**config.mk**
```make
export PLATFORM = sky130hd
export DESIGN_NAME = writeback_stage
export DESIGN_NICKNAME = d
export VERILOG_FILES = /design/src/rtl/core_pkg.sv /design/src/rtl/load_extend.sv /design/src/rtl/writeback_stage.sv
export SDC_FILE = /design/constraint.sdc
export NUM_CORES = 1
export LEC_CHECK = 0
export CAP_MARGIN = 20
export CORE_UTILIZATION = 43
export CTS_CLUSTER_SIZE = 14
export DETAILED_ROUTE_END_ITERATION = 10
export PLACE_DENSITY_LB_ADDON = 0.08
export SKIP_CTS_REPAIR_TIMING = 1
export SLEW_MARGIN = 20
export SYNTH_ARGS = -nofsm -noshare
export SYNTH_HDL_FRONTEND = slang
export SYNTH_SLANG_ARGS = --single-unit
```
**constraint.sdc**
```tcl
create_clock -name clock -period 2.5 [get_ports clock]
set_input_delay 0.5 -clock clock [delete_from_list [all_inputs] [get_ports clock]]
set_output_delay 0.5 -clock clock [all_outputs]
set_load 0.01 [all_outputs]
```
**src/rtl/core_pkg.sv**
```systemverilog
// Shared core constants and the WB pipeline-register layout.
package core_pkg;

    localparam int XLEN = 32;

    // Result select encodings
    localparam logic [1:0] WB_SEL_ALU  = 2'd0;
    localparam logic [1:0] WB_SEL_LOAD = 2'd1;
    localparam logic [1:0] WB_SEL_PC4  = 2'd2;
    localparam logic [1:0] WB_SEL_RSVD = 2'd3;

    // Load width/sign encodings (funct3)
    localparam logic [2:0] F3_LB  = 3'b000;
    localparam logic [2:0] F3_LH  = 3'b001;
    localparam logic [2:0] F3_LW  = 3'b010;
    localparam logic [2:0] F3_LBU = 3'b100;
    localparam logic [2:0] F3_LHU = 3'b101;

    // Fields held in the MEM/WB boundary register (valid kept separately)
    typedef struct packed {
        logic [XLEN-1:0] pc;
        logic [XLEN-1:0] alu_result;
        logic [XLEN-1:0] mem_rdata;
        logic [4:0]      rd;
        logic            reg_we;
        logic [1:0]      wb_sel;
        logic [2:0]      funct3;
    } wb_reg_t;

endpackage

```
**src/rtl/load_extend.sv**
```systemverilog
// Load data alignment and sign/zero extension. Purely combinational so the
// load/store unit can reuse it. Halfword loads ignore off[0]; misaligned
// accesses are trapped before they reach this logic.
module load_extend
    import core_pkg::*;
(
    input  logic [2:0]      funct3,
    input  logic [1:0]      off,
    input  logic [XLEN-1:0] word,
    output logic [XLEN-1:0] ext
);

    logic [7:0]  byte_v;
    logic [15:0] half_v;

    // Pick the addressed byte/halfword, then extend per funct3
    always_comb begin
        byte_v = word[7:0];
        case (off)
            2'd0: byte_v = word[7:0];
            2'd1: byte_v = word[15:8];
            2'd2: byte_v = word[23:16];
            2'd3: byte_v = word[31:24];
            default: byte_v = word[7:0];
        endcase
        half_v = off[1] ? word[31:16] : word[15:0];

        case (funct3)
            F3_LB:   ext = {{24{byte_v[7]}}, byte_v};
            F3_LBU:  ext = {24'd0, byte_v};
            F3_LH:   ext = {{16{half_v[15]}}, half_v};
            F3_LHU:  ext = {16'd0, half_v};
            default: ext = word;   // LW and anything unrecognised: raw word
        endcase
    end

endmodule

```
**src/rtl/writeback_stage.sv**
```systemverilog
// Writeback stage: MEM/WB boundary register, result select, register-file
// write port, bypass tap and retire pulse.
// Optional: define WB_INSTRET_EN to add a 64-bit retired-instruction counter.
module writeback_stage
    import core_pkg::*;
#(
    parameter int          XLEN     = 32,
    parameter logic [31:0] RESET_PC = 32'h0100_0000
) (
    input  logic            clock,
    input  logic            reset_n,
    input  logic            stall,
    input  logic            flush,
    input  logic            in_valid,
    input  logic [XLEN-1:0] in_pc,
    input  logic [XLEN-1:0] in_alu_result,
    input  logic [XLEN-1:0] in_mem_rdata,
    input  logic [4:0]      in_rd,
    input  logic            in_reg_we,
    input  logic [1:0]      in_wb_sel,
    input  logic [2:0]      in_funct3,
    output logic [4:0]      addr_rd,
    output logic [XLEN-1:0] data_rd,
    output logic            write_enable,
    output logic            fwd_valid,
    output logic [4:0]      fwd_rd,
    output logic [XLEN-1:0] fwd_data,
`ifdef WB_INSTRET_EN
    output logic [63:0]     instret,
`endif
    output logic            retire
);

    logic      valid_q, valid_d;
    wb_reg_t   wb_q, wb_d;
    logic [XLEN-1:0] load_val;
    logic [XLEN-1:0] result;

    // Next-state for the boundary register: flush beats stall beats capture.
    // On flush the fields simply hold; only valid matters.
    always_comb begin
        valid_d = valid_q;
        wb_d    = wb_q;
        if (flush) begin
            valid_d = 1'b0;
        end else if (!stall) begin
            valid_d           = in_valid;
            wb_d.pc           = in_pc;
            wb_d.alu_result   = in_alu_result;
            wb_d.mem_rdata    = in_mem_rdata;
            wb_d.rd           = in_rd;
            wb_d.reg_we       = in_reg_we;
            wb_d.wb_sel       = in_wb_sel;
            wb_d.funct3       = in_funct3;
        end
    end

    // Boundary register; reset drops any in-flight instruction
    always_ff @(posedge clock or negedge reset_n) begin
        if (!reset_n) begin
            valid_q <= 1'b0;
            wb_q    <= '{pc: RESET_PC, default: '0};
        end else begin
            valid_q <= valid_d;
            wb_q    <= wb_d;
        end
    end

    load_extend u_load_extend (
        .funct3 (wb_q.funct3),
        .off    (wb_q.alu_result[1:0]),
        .word   (wb_q.mem_rdata),
        .ext    (load_val)
    );

    // Result select and write-port qualification. Writes stay asserted while
    // stalled: rewriting the same value is harmless to the register file.
    always_comb begin
        case (wb_q.wb_sel)
            WB_SEL_ALU:  result = wb_q.alu_result;
            WB_SEL_LOAD: result = load_val;
            WB_SEL_PC4:  result = wb_q.pc + 32'd4;
            default:     result = '0;
        endcase
        write_enable = valid_q && wb_q.reg_we && (wb_q.rd != 5'd0)
                       && (wb_q.wb_sel != WB_SEL_RSVD);
        addr_rd      = write_enable ? wb_q.rd : 5'd0;
        data_rd      = result;
        fwd_valid    = write_enable;
        fwd_rd       = addr_rd;
        fwd_data     = data_rd;
        // Retire as the instruction leaves WB; flush only kills the incoming one
        retire       = valid_q && !stall && (wb_q.wb_sel != WB_SEL_RSVD);
    end

`ifdef WB_INSTRET_EN
    logic [63:0] instret_q, instret_d;

    // Retired-instruction count, wraps naturally at 2^64
    always_comb begin
        instret_d = instret_q + {63'd0, retire};
    end

    // Counter register
    always_ff @(posedge clock or negedge reset_n) begin
        if (!reset_n) instret_q <= 64'd0;
        else          instret_q <= instret_d;
    end

    assign instret = instret_q;
`endif

endmodule

```
==> metrics.txt <==
antenna viol nets, final 0; ANT cells 0; violated checks negative setup slack; Net Sw Power 2120 uW; Multi-input gate area 3530 um^2; post-DP HPWL between 10000 and 15000 um; multiplexer share of the synthesized area 19.7%; f_max 349 MHz; core region area 14000 um^2; initial antenna violation count 0; router iterations before antenna repair 5; XOR/XNOR share of the synthesized area under 10%; Final Max Slew Viols 0; Cell Pwr Density 662 nW/um^2; ys async rst share 100%; Compound-Gate Fraction of Synth Area 12.7%; top-area cell type share of the netlist area 43.0%; GP Congestion approximately 0.9; min-delay worst type in -> async; Post-Syn Nets 717; Avg Vias per Cell 5.45; CTS sink cnt 108; Yosys Warn Count 0; port buffer count 188; Longest Clk Path Bufs 2; Setup Viol. Count Final 54; GRT overflow 0; DR iter-0 viols 319; clk_skew 0 ns; GRT Total Usage 24.8%; vias in the first global route 5244; Fill cells 1125; Switching Share 34.2%; Syn Std Cell Area 6230 um^2; Leak Pwr 0.00418 uW; Internal 4090 uW; CTS tree built; die span in y 122 um; CP Capture Type output pin; Post-Place Setup Slack -0.344 ns; DIE AREA 15000 um^2; FP Rows 43; worst rel slew slack 72.6%; root buffer cell clkbuf_16; initial core utilization 44.5%; simple-gate portion of the synthesized area 12.4%; final net count between 900 and 1000; routed wire length 19100 um; Residual DRC 0; synth cell count leaders dfrtp_1, mux2_2, nand2_1; largest family of logic cells by synthesized area multiplexers; Worst Tran Pin Value 0.407 ns; crit path DAT 2.36 ns; max-cap viol count 0; outcome complete, but fails checks; drt wl/cell 18.8 um; Post-Synth Adder-Cell Area less than 1%; Worst Path Required 2.00 ns; Synth Flop Type dfrtp_1; count leader, synth dfrtp_1; EDFF count, synth 0; sequential area share after synthesis 43.4%; Clock power frac 23.6%; #FFs+latches synth 108; H-tree depth 3; via count 5536; Inserted Clock Buffers 9; Tmin final 2.86 ns; Post-Place Cell Area between 8000 and 9000 um^2; post-synth cell types 52; CP Class reg -> out; VDD IR max around 470 uV; top cells by area, synth dfrtp_1, mux2_2, buf_4; CTS clk-pin slew, worst paths 0.07 ns; Final Worst Setup Slack -0.361 ns; first-pass GRT wire length 27700 um; Die Span X about 120 um; Mapped Avg Cell Area 10.3 um^2; Comb pwr share 40.4%; share of layout cells above drive strength 1 45.0%; Synth Instances around 600; unrepaired setup endpoints after global routing yes; sequential power share a little over a third; post-route cell area 9380 um^2; largest net degree at the start of global routing 71; final hold violations 0; Layout area overhead 50.7%; register area around 2700 um^2; crit path max fanout 4; fin crit share 114%; worst skew pair latency 0.36 ns; CP startpoint kind register; Synth area leader dfrtp_1; IO Pins 189
==> sequential cells by signal, indices dropped and copies added (netlist names) <==
name,count
wb_q,107
valid_q,1
==> final cells by class <==
cell class                      instances  area share, %
Timing Repair Buffer                  291           27.2
Sequential cell                       108           28.9
Inverter                               15          0.600
Tap cell                              180           2.40
Clock inverter                          6          0.680
Multi-Input combinational cell        406           37.7
Clock buffer                           10           2.55
==> cells by family after synthesis <==
family	count (synthesis)
xor+xnor	26
compound gates	121
fa+ha+maj	1
buf+inv	90
flops	108
simple gates	149
mux	109
==> metal layers <==
layer	GRT usage (%)	wire length, um	up-vias
met5	0	0	-
met4	9.22	555	0
met3	4.46	1120	37
met2	39.9	9370	189
met1	33.4	8090	2725
li1	-	-	2585
==> worst paths after layout <==
kind                                 startpoint              endpoint  slack [ns]  cells past startpoint
max                        wb_q[44]$_DFFE_PN0P_           data_rd[11]       -0.36                      6
min                                     reset_n  wb_q[16]$_DFFE_PN0P_        0.05                      1
max reg2reg                wb_q[44]$_DFFE_PN0P_  wb_q[44]$_DFFE_PN0P_        1.30                      4
min reg2reg                wb_q[51]$_DFFE_PN0P_  wb_q[51]$_DFFE_PN0P_        0.51                      1
max in group asynchronous               reset_n  wb_q[99]$_DFFE_PN1P_        1.79                      2
min in group clock         wb_q[51]$_DFFE_PN0P_  wb_q[51]$_DFFE_PN0P_        0.51                      1
==> power groups by stage <==
stage | combinational (uW) | clock (uW) | sequential, uW
after floorplan | 1300 | 0 | 2190
after global placement | 2400 | 0 | 2230
after detailed placement | 2430 | 0 | 2250
after CTS | 2440 | 1510 | 2210
after global routing | 2690 | 1570 | 2260
final | 2510 | 1470 | 2230
==> cell usage in the layout (no fill, tap or decap), types with 10 or more instances in the layout <==
cell type        netlist  layout
a21oi_1               23      14
buf_2                  3      36
buf_4                 39      80
buf_6                  1      18
clkbuf_16              0      10
clkbuf_2               0      25
clkdlybuf4s50_1        0     111
dfrtp_1              107     103
dlymetal6s2s_1         0      12
inv_1                 14      14
mux2_2                98      96
nand2_1               50      44
nor2_1                36      29
o21ai_0               37      25
xnor2_1               15      10
xor2_1                11      11
==> critical path: stages (launching register included) <==
cell and delay, ns:
dfrtp_1 0.40, mux4_2 0.54, and2_4 0.17, o31ai_4 0.34, a221oi_2 0.07, a221o_1 0.33
clkbuf_2 0.15
==> stage by stage <==
stage | utilization, % | std cells | TNS (ns) | hold WS [ns] | total power [uW]
floorplan | - | 604 | 0 | 0.204 | 3490
global placement | 61.5 | 983 | -14.84 | 0.438 | 4630
detailed placement | 61.5 | 983 | -16.66 | 0.443 | 4670
CTS | 63.7 | 999 | -44.13 | 0.0532 | 6160
global route | 67.1 | 1016 | -17.21 | 0.0729 | 6520
finish | 67.1 | 1016 | -12.26 | 0.0487 | 6210
No activity file was read; power rests on OpenSTA's default activity.
